## src/rtl/silent_pkg.sv

```systemverilog
// Shared types and defaults for the silent duty/phase smoothing sweep.
package silent_pkg;

  localparam int unsigned SILENT_WIDTH = 13;
  localparam int unsigned SILENT_DEPTH = 249;

  typedef enum logic [1:0] {
    IDLE  = 2'd0,
    SWEEP = 2'd1,
    DRAIN = 2'd2
  } state_e;

  typedef struct packed {
    logic [SILENT_WIDTH-1:0] duty;
    logic [SILENT_WIDTH-1:0] phase;
  } step_res_t;

endpackage

```

## src/rtl/silent_step_unit.sv

```systemverilog
// One-stage step unit: moves duty linearly and phase circularly (mod cycle)
// one step toward target; bypass writes the target straight through.
module silent_step_unit
  import silent_pkg::*;
(
  input  logic                    clk_i,
  input  logic                    rst_i,
  input  logic                    en_i,
  input  logic                    enable_i,
  input  logic [SILENT_WIDTH-1:0] step_i,
  input  logic [SILENT_WIDTH-1:0] cycle_i,
  input  logic [SILENT_WIDTH-1:0] cur_duty_i,
  input  logic [SILENT_WIDTH-1:0] cur_phase_i,
  input  logic [SILENT_WIDTH-1:0] tgt_duty_i,
  input  logic [SILENT_WIDTH-1:0] tgt_phase_i,
  output step_res_t               res_o
);

  localparam int unsigned W  = SILENT_WIDTH;
  localparam int unsigned WE = SILENT_WIDTH + 1;

  logic [WE-1:0] d_diff, d_mag;
  logic [WE-1:0] f_dist, f_back, f_fwd, f_bwd;
  logic [W-1:0]  half_cycle;
  logic [W-1:0]  duty_c, phase_c;
  step_res_t     res_q;

  // Duty: signed difference, clamp the move to one step.
  always_comb begin
    duty_c = tgt_duty_i;
    d_diff = WE'(tgt_duty_i) - WE'(cur_duty_i);
    d_mag  = d_diff[W] ? (WE'(0) - d_diff) : d_diff;
    if (enable_i && (d_mag > WE'(step_i))) begin
      duty_c = d_diff[W] ? (cur_duty_i - step_i) : (cur_duty_i + step_i);
    end
  end

  // Phase: forward distance mod cycle, then take the shorter direction.
  always_comb begin
    phase_c    = tgt_phase_i;
    half_cycle = cycle_i >> 1;
    f_dist     = (tgt_phase_i >= cur_phase_i)
               ? (WE'(tgt_phase_i) - WE'(cur_phase_i))
               : (WE'(tgt_phase_i) + WE'(cycle_i) - WE'(cur_phase_i));
    f_back     = WE'(cycle_i) - f_dist;
    f_fwd      = WE'(cur_phase_i) + WE'(step_i);
    if (f_fwd >= WE'(cycle_i)) begin
      f_fwd = f_fwd - WE'(cycle_i);
    end
    f_bwd = (cur_phase_i >= step_i)
          ? (WE'(cur_phase_i) - WE'(step_i))
          : (WE'(cur_phase_i) + WE'(cycle_i) - WE'(step_i));
    if (enable_i && (f_dist != '0)) begin
      if (f_dist <= WE'(half_cycle)) begin
        if (f_dist > WE'(step_i)) phase_c = W'(f_fwd);
      end else if (f_back > WE'(step_i)) begin
        phase_c = W'(f_bwd);
      end
    end
  end

  always_ff @(posedge clk_i or posedge rst_i) begin
    if (rst_i) begin
      res_q <= '0;
    end else if (en_i) begin
      res_q <= '{duty: duty_c, phase: phase_c};
    end
  end

  assign res_o = res_q;

endmodule

```

## src/rtl/silent_step_scheduler.sv

```systemverilog
// Per-period sweep over all transducers: read target/current, step once,
// write back two cycles later through the shared step unit.
module silent_step_scheduler
  import silent_pkg::*;
#(
  parameter int unsigned WIDTH = SILENT_WIDTH,
  parameter int unsigned DEPTH = SILENT_DEPTH,
  parameter int unsigned AW    = $clog2(DEPTH)
) (
  input  logic             CLK,
  input  logic             RST,
  input  logic             START,
  input  logic             ENABLE,
  input  logic [WIDTH-1:0] STEP,
  output logic             RD_EN,
  output logic [AW-1:0]    RD_ADDR,
  input  logic [WIDTH-1:0] TGT_DUTY,
  input  logic [WIDTH-1:0] TGT_PHASE,
  input  logic [WIDTH-1:0] CYCLE,
  input  logic [WIDTH-1:0] CUR_DUTY,
  input  logic [WIDTH-1:0] CUR_PHASE,
  output logic             WR_EN,
  output logic [AW-1:0]    WR_ADDR,
  output logic [WIDTH-1:0] WR_DUTY,
  output logic [WIDTH-1:0] WR_PHASE,
  output logic             BUSY,
  output logic             DONE,
  output logic             OVERRUN
);

  state_e           state_q, state_d;
  logic             start_q;
  logic             rd_en_q, rd_en_d;
  logic [AW-1:0]    rd_addr_q, rd_addr_d;
  logic             v1_q, wr_en_q;
  logic [AW-1:0]    a1_q, wr_addr_q;
  logic             busy_q, busy_d, done_q, done_d, overrun_q, overrun_d;
  logic [WIDTH-1:0] step_q, step_d;
  logic             enable_q, enable_d;
  logic             start_edge_c, last_rd_c, last_wr_c;
  step_res_t        res;

  assign start_edge_c = START & ~start_q;
  assign last_rd_c    = rd_en_q && (rd_addr_q == AW'(DEPTH - 1));
  assign last_wr_c    = wr_en_q && (wr_addr_q == AW'(DEPTH - 1));

  always_ff @(posedge CLK or posedge RST) begin
    if (RST) state_q <= IDLE;
    else     state_q <= state_d;
  end

  always_comb begin
    state_d = state_q;
    case (state_q)
      IDLE:    if (start_edge_c) state_d = SWEEP;
      SWEEP:   if (last_rd_c)    state_d = DRAIN;
      DRAIN:   if (last_wr_c)    state_d = IDLE;
      default:                   state_d = IDLE;
    endcase
  end

  // Read issue, sweep-start latching and status flags.
  always_comb begin
    rd_en_d   = 1'b0;
    rd_addr_d = rd_addr_q;
    step_d    = step_q;
    enable_d  = enable_q;
    busy_d    = (state_d != IDLE);
    done_d    = (state_q == DRAIN) && last_wr_c;
    overrun_d = overrun_q | (start_edge_c && (state_q != IDLE));
    case (state_q)
      IDLE: begin
        if (start_edge_c) begin
          rd_en_d   = 1'b1;
          rd_addr_d = '0;
          step_d    = STEP;
          enable_d  = ENABLE;
        end
      end
      SWEEP: begin
        if (!last_rd_c) begin
          rd_en_d   = 1'b1;
          rd_addr_d = rd_addr_q + AW'(1);
        end
      end
      default: ;
    endcase
  end

  always_ff @(posedge CLK or posedge RST) begin
    if (RST) begin
      start_q   <= 1'b0;
      rd_en_q   <= 1'b0;
      rd_addr_q <= '0;
      v1_q      <= 1'b0;
      a1_q      <= '0;
      wr_en_q   <= 1'b0;
      wr_addr_q <= '0;
      busy_q    <= 1'b0;
      done_q    <= 1'b0;
      overrun_q <= 1'b0;
      step_q    <= '0;
      enable_q  <= 1'b0;
    end else begin
      start_q   <= START;
      rd_en_q   <= rd_en_d;
      rd_addr_q <= rd_addr_d;
      v1_q      <= rd_en_q;
      a1_q      <= rd_addr_q;
      wr_en_q   <= v1_q;
      wr_addr_q <= a1_q;
      busy_q    <= busy_d;
      done_q    <= done_d;
      overrun_q <= overrun_d;
      step_q    <= step_d;
      enable_q  <= enable_d;
    end
  end

  silent_step_unit u_step (
    .clk_i       (CLK),
    .rst_i       (RST),
    .en_i        (v1_q),
    .enable_i    (enable_q),
    .step_i      (step_q),
    .cycle_i     (CYCLE),
    .cur_duty_i  (CUR_DUTY),
    .cur_phase_i (CUR_PHASE),
    .tgt_duty_i  (TGT_DUTY),
    .tgt_phase_i (TGT_PHASE),
    .res_o       (res)
  );

  assign RD_EN    = rd_en_q;
  assign RD_ADDR  = rd_addr_q;
  assign WR_EN    = wr_en_q;
  assign WR_ADDR  = wr_addr_q;
  assign WR_DUTY  = res.duty;
  assign WR_PHASE = res.phase;
  assign BUSY     = busy_q;
  assign DONE     = done_q;
  assign OVERRUN  = overrun_q;

endmodule

```

## config.mk

```make
export PLATFORM = sky130hd
export DESIGN_NAME = silent_step_scheduler
export DESIGN_NICKNAME = d
export VERILOG_FILES = /design/src/rtl/silent_pkg.sv /design/src/rtl/silent_step_unit.sv /design/src/rtl/silent_step_scheduler.sv
export SDC_FILE = /design/constraint.sdc
export NUM_CORES = 1
export LEC_CHECK = 0
export BUFFER_PORTS_ARGS = -buffer_cell sky130_fd_sc_hd__buf_2
export CORE_MARGIN = 2
export CORE_UTILIZATION = 36
export DETAILED_ROUTE_END_ITERATION = 8
export PLACE_DENSITY = 0.61
export SLEW_MARGIN = 10
export SYNTH_ARGS = -nofsm -noshare
export SYNTH_HDL_FRONTEND = slang
export SYNTH_SLANG_ARGS = --single-unit
```

## constraint.sdc

```tcl
create_clock -name CLK -period 6.2 [get_ports CLK]
set_input_delay 0.93 -clock CLK [delete_from_list [all_inputs] [get_ports CLK]]
set_output_delay 0.93 -clock CLK [all_outputs]
set_load 0.01 [all_outputs]
```

* After elaboration in Yosys (flattened, before gate mapping)
Index checks and enable logic that the tools add are counted.
** Cells by class
- Reduce and logical (&&, ||, !) cells :: 13
- Multiplexer cells :: 20
- $lt $le $gt $ge :: 7
- Add/subtract/negate cells :: 14
- Shifts and indexed selects :: 0
- Divide/modulo/power cells :: 0
- Equal/unequal tests :: 6
- Multiply operators :: 0
- Bitwise gates (word level) :: 3
** Operators with widths (number)
- 13-bit 2-to-1 mux :: 8
- 13-bit subtractor :: 4
- 14-bit by 13-bit > comparator with 1-bit output :: 3
- 13-bit by 13-bit adder with 14-bit output :: 2
- 14-bit 2-to-1 mux :: 2
- 13-bit by 13-bit subtractor with 14-bit output :: 2
- 13-bit adder :: 2
- 13-bit >= comparator :: 2
- 8-bit equality test, second input constant :: 2
- 8-bit 2-to-1 mux :: 2
- 8-bit case mux with 2 select lines :: 1
- 14-bit by 13-bit >= comparator with 1-bit output :: 1
- 14-bit by 12-bit less-or-equal comparator with 1-bit output :: 1
- 14-bit nonzero test :: 1
- 1-bit by 14-bit subtractor with 14-bit output, first input constant :: 1
- 13-bit by 14-bit subtractor with 14-bit output :: 1
- 14-bit by 13-bit subtractor with 14-bit output :: 1
- 8-bit by 1-bit adder with 8-bit output, second input constant :: 1
- 1-bit logical AND :: 6
- 2-bit 2-to-1 mux :: 3
- 2-bit case mux with 3 select lines :: 1
- 2-bit nonzero test :: 3
- 2-bit inequality test, second input constant :: 2
- 3-bit AND reduction :: 1
- other kinds (9) :: 10
** Word-level totals
- Word-level logic and storage cells :: 78
- Bits in latches :: 0
- Memories :: 0
- Memory bits (writable) :: 0
- Input bits :: 82
- Output and inout port bits :: 47
- Bits in read-only memories :: 0
- Bits in registers :: 73

* Depth between registers and ports, before layout
Gate-level depths: netlist of run 1.
- Depth in word-level cells :: 8
- Gate-level depth with buffers :: 33
- Mapped depth without buffers :: 31

* Modules after synthesis
From an unflattened synthesis of run 1, not the netlist that was laid out.
** Second synthesis, totals
- Cells, all modules :: 1455
- Area total of the unflattened synthesis :: 11634.9 sq um
** Modules (own cells, without submodules)
- silent_step_unit :: seq. area each 650.6 sq um, cells an instance 1309, instances 1, area an instance 9940.8 sq um
- silent_step_scheduler :: seq. area each 1176.1 sq um, cells an instance 146, instances 1, area an instance 1694.1 sq um

* Worst setup path before layout of run 1
OpenSTA, ideal clock, no wires.
- Kind :: input to register
- From :: input TGT_PHASE[0]
- To :: register u_step.res_q, in the netlist u_step.res_o[5]
- Data arrival time :: 7.216 ns
- Setup time :: 0.065 ns
- Required time :: 6.135 ns
- Setup slack :: -1.080 ns
- Stages on the path :: 31
- Path buffers :: 2
- Path through :: inv_1 -> ha_1 -> inv_1 -> fa_1 -> a21o_1 -> a221o_1 -> o211a_1 -> nor2_1 -> clkbuf_1 -> nor2_1 -> a21o_1 -> ha_1 -> fa_1 -> maj3_1 -> o311ai_0 -> a31oi_1 -> nor2b_1 -> o21a_1 -> nor2_1 -> xnor2_1 -> ha_1 -> o21a_1 -> o21a_1 -> a221oi_1 -> nor2_1 -> or3_1 -> mux2i_1 -> nor4b_4 -> buf_6 -> a311oi_1 -> o22a_1
** Between the ends
- Word-level cells in the longest chain between the ends :: 8
- Elaborated cells on any way between the ends :: 15
- Those cells by class :: 4 x add/sub; 4 x order compare; 5 x mux; 2 x reduce/logical
** Ends and longest elaborated chain
- from (decl) :: RTL line silent_step_scheduler.sv:18 : input logic [WIDTH-1:0] TGT_PHASE,
- 13-bit by 13-bit adder with 14-bit output :: RTL line silent_step_unit.sv:44 : : (WE'(tgt_phase_i) + WE'(cycle_i) - WE'(cur_phase_i));
- 14-bit by 13-bit subtractor with 14-bit output :: RTL line silent_step_unit.sv:44
- 14-bit 2-to-1 mux (*) :: RTL line silent_step_unit.sv:43 : ? (WE'(tgt_phase_i) - WE'(cur_phase_i))
- 13-bit by 14-bit subtractor with 14-bit output :: RTL line silent_step_unit.sv:45 : f_back = WE'(cycle_i) - f_dist;
- 14-bit by 13-bit > comparator with 1-bit output :: RTL line silent_step_unit.sv:56 : end else if (f_back > WE'(step_i)) begin
- 13-bit 2-to-1 mux :: RTL line silent_step_unit.sv:56
- 13-bit 2-to-1 mux :: RTL line silent_step_unit.sv:54 : if (f_dist <= WE'(half_cycle)) begin
- 13-bit 2-to-1 mux (*) :: RTL line silent_step_unit.sv:53 : if (enable_i && (f_dist != '0)) begin
- to (signal assigned) :: RTL line silent_step_unit.sv:66 : res_q <= '{duty: duty_c, phase: phase_c};
- to (decl) :: RTL line silent_step_unit.sv:26 : step_res_t res_q;
Mark *: on every way between the ends. The rest lies on a longest branch, timed or not.
A chain may end at the register's enable or synchronous reset.

* Worst setup path in the final report of run 1
- From :: input TGT_PHASE[0]
- To :: register u_step.res_q, in the netlist u_step.res_o[0]
** Between the ends
- Word-level cells in the longest chain between the ends :: 8
- Elaborated cells on any way between the ends :: 15
- Those cells by class :: 4 x add/sub; 4 x order compare; 5 x mux; 2 x reduce/logical
** Ends and longest elaborated chain (RTL line)
- 13-bit by 13-bit adder with 14-bit output :: silent_step_unit.sv:44
- 14-bit by 13-bit subtractor with 14-bit output :: silent_step_unit.sv:44
- 14-bit 2-to-1 mux :: silent_step_unit.sv:43
- 13-bit by 14-bit subtractor with 14-bit output :: silent_step_unit.sv:45
- 14-bit by 13-bit > comparator with 1-bit output :: silent_step_unit.sv:56
- 13-bit 2-to-1 mux :: silent_step_unit.sv:56
- 13-bit 2-to-1 mux :: silent_step_unit.sv:54
- 13-bit 2-to-1 mux (*) :: silent_step_unit.sv:53
Marked as above.

==> flow_metrics.py, run 1 <==
metrics = {
    "sta": {
        "finClkSkew_ns": 0.00886,
        "fin_hold_ws_ns": 0.346,
        "fin_ws_ns": -0.496,
        "relSlewSlack_pct": 22.1,
        "fin_crit_sh_pct": 108,
        "setup_viol": 13,
        "rsz0062_at_grt": "true",
        "tightest_slew_ns": 1.17,
        "finalMaxSlewViolations": 0,
        "fmaxAchievable_mhz": 149,
        "layout_min_cycle_time_ns": 6.70,
        "fin_setup_tns_ns": -5.44,
        "final_hold_viol_count": 0,
    },
    "detailed_routing": {
        "wl_mm": 40.8,
        "vias_per_cell": 5.45,
        "drt_first_pass_iters": 7,
        "drt_iter0_drc": 950,
        "drc": 0,
        "num_vias": 11500,
        "antenna_left": 0,
        "wl_per_cell_um": 19.3,
    },
    "synthesis": {
        "netlist_instances": 1393,
        "synth_flop_cell": "dfrtp_1",
        "synth_edf_count": 0,
        "synth_top_area_share_pct": 18.8,
        "seq_area_frac_synth_pct": 16.3,
        "ys_ff_latch": 73,
        "syn-num-nets": 1676,
        "yosys_warnings": 0,
        "async_reset_ff_share_pct": 100,
        "synthTopCellsByArea": "ha_1, dfrtp_1, xnor2_1",
        "synth_cell_types": 85,
        "synth_top_cell_by_area": "ha_1",
        "syn-mean-instance-area_um2": 8.06,
        "synth_area_um2": 11200,
    },
    "pwr": {
        "power_density_nw_per_um2": 475,
        "ir_drop_mv": 0.233,
        "finalPower_mw": 6.84,
        "leakagePower_nw": 7.13,
    },
    "clocking": {
        "clk_latency_ns": 0.35,
        "root_buffer": "clkbuf_16",
        "holdBufCountCts": 0,
        "clkTransAtPathRegs_ns": 0.06,
        "cts_buffers": 9,
        "cts_tree": "yes",
        "clock_path_buffers": 2,
        "cts.sinks": 73,
        "htree_levels": 3,
    },
    "floorplan": {
        "rows": 64,
        "die-width_um": 181,
        "start_util_pct": 36.6,
        "ios": 129,
        "core_um2": 30700,
        "die_y_um": 181,
        "die_area_um2": 32600,
    },
    "setup_path": {
        "crit_type": "primary input to flop",
        "worstPathArrival_ns": 6.97,
        "crit_path_top_delay_cell": "fa_2",
        "end_kind": "flop",
        "crit_fanout": 6,
        "slowest_delay_ns": 0.36,
        "start_kind": "primary input",
        "crit_required_ns": 6.47,
    },
    "global_route": {
        "grt_pass1_wl_mm": 62.2,
        "grt_pass1_vias": 11300,
        "antenna_found_initial": 1,
        "overflow": 0,
        "grt_max_degree": 74,
        "grt_usage_pct": 24.4,
    },
    "final_layout": {
        "utilization_pct": 47.0,
        "syn_to_final_growth_pct": 28.2,
        "final_net_count": 1994,
        "fill_cells": 3047,
        "layout-drive-gt1-share_pct": 24.8,
        "final_area_um2": 14400,
    },
    "placed_design": {
        "io_buffers": 128,
        "place.gp.congestion": 0.980,
        "placed_area_um2": 13800,
        "hpwl_mm": 34.3,
    },
    "status": {
        "status": "complete, but fails checks",
        "violations": "setup timing",
    },
    "flow_run": {
        "drv_cap": 0,
    },
    "worst_hold_path": {
        "hp-class": "flop to flop",
    },
}
[synth_stat cells, types with 7 or more instances]
cell type / number
inv_1: 185
nor2b_1: 25
fa_1: 32
xnor2_1: 93
a211oi_1: 16
nand2b_1: 16
and2_1: 8
nor2_1: 103
a21o_1: 33
o211ai_1: 7
a21oi_1: 84
a31o_2: 7
o21ai_0: 73
o32ai_1: 11
ha_1: 169
mux2i_1: 25
nand3_1: 26
nor3_1: 34
dfrtp_1: 73
a31oi_1: 20
o31ai_1: 14
o21bai_1: 11
nand4_1: 20
and3_1: 7
nand2_1: 87
xor2_1: 27
or3_1: 19
clkbuf_1: 27
o21a_1: 20
[final timing paths]
check | from | endpoint | slack [ns] | cells after the start
max | TGT_PHASE[0] | u_step.res_o[0]$_DFFE_PP0P_ | -0.50 | 30
min | a1_q[3]$_DFF_PP0_ | WR_ADDR[3]$_DFF_PP0_ | 0.35 | 0
max reg2reg | step_q[3]$_DFFE_PP0P_ | u_step.res_o[2]$_DFFE_PP0P_ | 1.27 | 17
min reg2reg | a1_q[3]$_DFF_PP0_ | WR_ADDR[3]$_DFF_PP0_ | 0.35 | 0
max in group asynchronous | RST | u_step.res_o[25]$_DFFE_PP0P_ | 4.74 | 3
min in group asynchronous | RST | a1_q[4]$_DFF_PP0_ | 0.86 | 3
[layer usage]
layer | share of wire (%) | GRT usage, % | vias to the layer above | wire (um)
met5 | 0 | 0 | - | 0
met3 | 7.2 | 4.81 | 77 | 2920
met1 | 43 | 31.9 | 5442 | 17500
met4 | 4.0 | 9.32 | 0 | 1620
met2 | 46 | 39.8 | 396 | 18700
li1 | - | - | 5592 | -
[where the power goes]
part	total (mW)	switching, mW	leakage [nW]	internal [mW]
clock	0.546	0.230	0.148	0.316
combinational	5.47	2.98	6.11	2.49
sequential	0.827	0.165	0.872	0.662
[layout make-up]
cell class / instances / area, um2 / share of cell area [%]
diodes: 1 / 2.50 / 0.0174
clock inverters: 7 / 76.3 / 0.530
clock buffers: 9 / 225 / 1.56
repair buffers: 340 / 2310 / 16.0
multi-input cells: 1102 / 8760 / 60.8
flip-flops and latches: 73 / 1830 / 12.7
inverters: 185 / 708 / 4.92
well taps: 396 / 495 / 3.44
[cells in the final DEF, fill, tap and decap left out, drive strengths merged, types with 6 or more instances in the layout]
cell    count
nor3       34
xor2       27
mux2        6
a311oi      6
o21ai      77
nand2      87
and2        8
inv       187
or3        19
a21o       33
o21bai     11
buf       339
o31ai      15
a31o        7
a31oi      20
mux2i      25
dfrtp      73
o211ai      7
and3        7
o21a       20
a21oi      84
nand3      27
clkbuf     10
o32ai      11
nor2      103
a211oi     18
xnor2      93
nand4      20
nor2b      25
fa         32
nand2b     16
ha        169
[through the flow]
stage                     std cells  worst slack (ns)
after floorplan                1393            -0.397
after global placement         2079            -0.679
after detailed placement       2079            -0.861
after CTS                      2102            -0.385
after global routing           2112            -0.684
final                          2113            -0.496
[repair_timing]
action | in CTS | in global routing
setup buffers | 7 | 9
hold endpoints to repair | 0 | 0
gates cloned | 0 | 1
setup endpoints to repair | 13 | 13
resized for setup | 19 | 18
pin swaps | 16 | 11
[flip-flops by register name (all words and copies together), names as in the netlist, 2 cells and up]
| register | flops |
|---|---|
| step_q | 13 |
| RD_ADDR | 8 |
| WR_ADDR | 8 |
| u_step.res_o | 26 |
| a1_q | 8 |
| state_q | 2 |
[worst max-delay path: cells and delay by family]
kind | cells | cell delay [ns]
AO/OA/AOI/OAI | 8 | 1.99
XOR/XNOR | 1 | 0.20
adder cells (fa/ha/maj) | 7 | 2.00
buffers and inverters | 7 | 0.76
multiplexers | 1 | 0.21
AND/OR/NAND/NOR | 6 | 0.89
[kinds of logic (layout without fill, tap and decap cells)]
| kind of cell | Yosys count | after routing | synth area share [%] |
|---|---|---|---|
| flip-flops | 73 | 73 | 16.3 |
| buffers and inverters | 218 | 541 | 7.46 |
| other | 0 | 1 | 0 |
| XOR/XNOR | 120 | 120 | 9.36 |
| multiplexers | 31 | 31 | 2.86 |
| AO/OA/AOI/OAI | 372 | 372 | 22.5 |
| adder cells (fa/ha/maj) | 204 | 204 | 24.8 |
| AND/OR/NAND/NOR | 375 | 375 | 16.7 |
Power figures use the tool's default switching activity.
==> run 2, diff against run 1 <==
PLACE_DENSITY = 0.63   (was 0.61)
clock period = 5.5 ns   (was 6.2 ns; I/O delays follow)
==> run 2 against run 1 <==
Effect of this change: the run still ends with setup timing left; register-to-register slack got worse by 0.64 ns; setup slack lost 0.49 ns; sequential power rose by 15%; die area is the same; highest routed layer is now met5; first-iteration DRC count is 4.2% lower; largest cell class unchanged; clock power increased by 17%; critical path type unchanged; count of clock-buffer cells in the layout up 1; global-route usage increased by 0.41 points; routed wire length rose by 1.7%; clock skew barely moved.
==> flow_metrics.py, run 2 (synthesis results as in run 1) <==
metrics = {
    "sta": {
        "fin_hold_ws_ns": 0.346,
        "fin_crit_sh_pct": 118,
        "finClkSkew_ns": 0.00912,
        "tightest_slew_ns": 0.942,
        "fin_ws_ns": -0.989,
        "layout_min_cycle_time_ns": 6.49,
        "relSlewSlack_pct": 37.2,
        "fmaxAchievable_mhz": 154,
        "finalMaxSlewViolations": 0,
        "rsz0062_at_grt": "true",
        "setup_viol": 13,
        "final_hold_viol_count": 0,
    },
    "global_route": {
        "grt_max_degree": 74,
        "grt_pass1_wl_mm": 63.9,
        "antenna_found_initial": 2,
        "grt_usage_pct": 24.8,
        "grt_pass1_vias": 11600,
        "overflow": 0,
    },
    "detailed_routing": {
        "antenna_left": 0,
        "num_vias": 11800,
        "drt_first_pass_iters": 5,
        "wl_per_cell_um": 19.1,
        "drt_iter0_drc": 910,
        "vias_per_cell": 5.45,
        "wl_mm": 41.4,
        "drc": 0,
    },
    "final_layout": {
        "layout-drive-gt1-share_pct": 27.8,
        "utilization_pct": 48.6,
        "syn_to_final_growth_pct": 32.8,
        "stdcell_count": 2166,
        "final_net_count": 2047,
        "mostFrequentLayoutCell": "buf_4",
        "final_cell_mix": "buf_4, inv_1, ha_1, buf_2, nor2_1",
        "final_area_um2": 14900,
        "largest_reg_flops": 26,
    },
    "setup_path": {
        "crit_required_ns": 5.75,
        "cp-startpoint": "TGT_PHASE[0]",
        "slowest_delay_ns": 0.47,
        "cp_num_buf_inv": 6,
        "path_delay_family": "simple AND/OR/NAND/NOR gates",
        "start_kind": "primary input",
        "worstPathArrival_ns": 6.74,
        "crit_type": "primary input to flop",
        "end_kind": "flop",
        "r2r_start": "step_q[0]$_DFFE_PP0P_",
        "crit_fanout": 7,
        "crit_path_top_delay_cell": "nor4b_4",
    },
    "worst_hold_path": {
        "worstHoldStart": "a1_q[5]$_DFF_PP0_",
        "hp-class": "flop to flop",
    },
    "clocking": {
        "clock_path_buffers": 2,
        "clk_latency_ns": 0.34,
        "clkTransAtPathRegs_ns": 0.06,
        "cts_buffers": 9,
        "root_buffer": "clkbuf_16",
        "htree_levels": 3,
        "cts_tree": "yes",
        "holdBufCountCts": 0,
        "cts.sinks": 73,
    },
    "status": {
        "status": "complete, but fails checks",
        "violations": "setup timing",
    },
    "floorplan": {
        "die_area_um2": 32600,
        "ios": 129,
        "rows": 64,
        "core_um2": 30700,
        "die_y_um": 181,
        "start_util_pct": 36.6,
        "die-width_um": 181,
    },
    "pwr": {
        "power_density_nw_per_um2": 533,
        "finalPower_mw": 7.96,
        "leakagePower_nw": 7.43,
        "ir_drop_mv": 0.329,
    },
    "placed_design": {
        "hpwl_mm": 34.8,
        "placed_area_um2": 14200,
        "place.gp.congestion": 1.00,
        "dp.cells": 2134,
        "io_buffers": 128,
    },
    "flow_run": {
        "drv_cap": 0,
    },
}
## run 2: metal layers
metal	share of wire, %	track usage (%)	vias up
li1	-	-	5695
met1	43	32.7	5605
met2	46	41.6	431
met4	3.5	8.26	2
met5	0.031	0	-
met3	6.9	3.68	78
## run 2: worst register-to-register path, stage by stage (launching register included)
cell	delay, ns
dfrtp_1	0.45
ha_1	0.25
fa_1	0.41
nand2b_1	0.09
a21oi_1	0.12
o31a_1	0.28
o21bai_1	0.22
nand2_1	0.09
a221oi_1	0.30
o21bai_1	0.12
xnor2_1	0.21
ha_1	0.33
nand3_1	0.11
o22ai_1	0.08
or3_1	0.37
a22o_1	0.26
buf_4	0.22
a21oi_1	0.30
a22oi_1	0.14
nand2b_1	0.19
a311oi_2	0.26
## run 2: worst paths after layout
kind,cells past startpoint,to,slack [ns]
setup reg to reg,20,u_step.res_o[2]$_DFFE_PP0P_,0.63
min in group asynchronous,3,WR_EN$_DFF_PP0_,0.77
setup / recovery,32,u_step.res_o[2]$_DFFE_PP0P_,-0.99
max in group asynchronous,3,v1_q$_DFF_PP0_,4.07
hold / removal,0,WR_ADDR[5]$_DFF_PP0_,0.35
hold reg to reg,0,WR_ADDR[5]$_DFF_PP0_,0.35
## run 2: layout make-up
class                           count  area (um2)
Tap cell                          396         495
Inverter                          185         717
Sequential cell                    73        1830
Multi-Input combinational cell   1102        8840
Timing Repair Buffer              393        2720
Fill cell                        2941       15800
Clock buffer                       10         229
Clock inverter                      6        90.1
Antenna cell                        1        2.50
## run 2: report_power, final
| part | total (mW) | switching (mW) | internal [mW] |
|---|---|---|---|
| Sequential | 0.952 | 0.206 | 0.746 |
| Combinational | 6.37 | 3.42 | 2.95 |
| Clock | 0.639 | 0.239 | 0.400 |
## run 2: what timing repair did
action / 4_1_cts / 5_1_grt
cloned: 1 / 1
setup endpoints to repair: 13 / 26
buffers inserted: 9 / 8
gates resized for setup: 23 / 45
pin swaps: 22 / 26
## run 2: metrics by stage
| step | setup TNS [ns] | worst slack, ns |
|---|---|---|
| after global placement | -19.66 | -1.32 |
| after detailed placement | -21.76 | -1.41 |
| after global routing | -15.21 | -1.21 |
| final | -11.62 | -0.989 |
| after floorplan | -11.95 | -0.992 |
| after CTS | -11.03 | -0.920 |
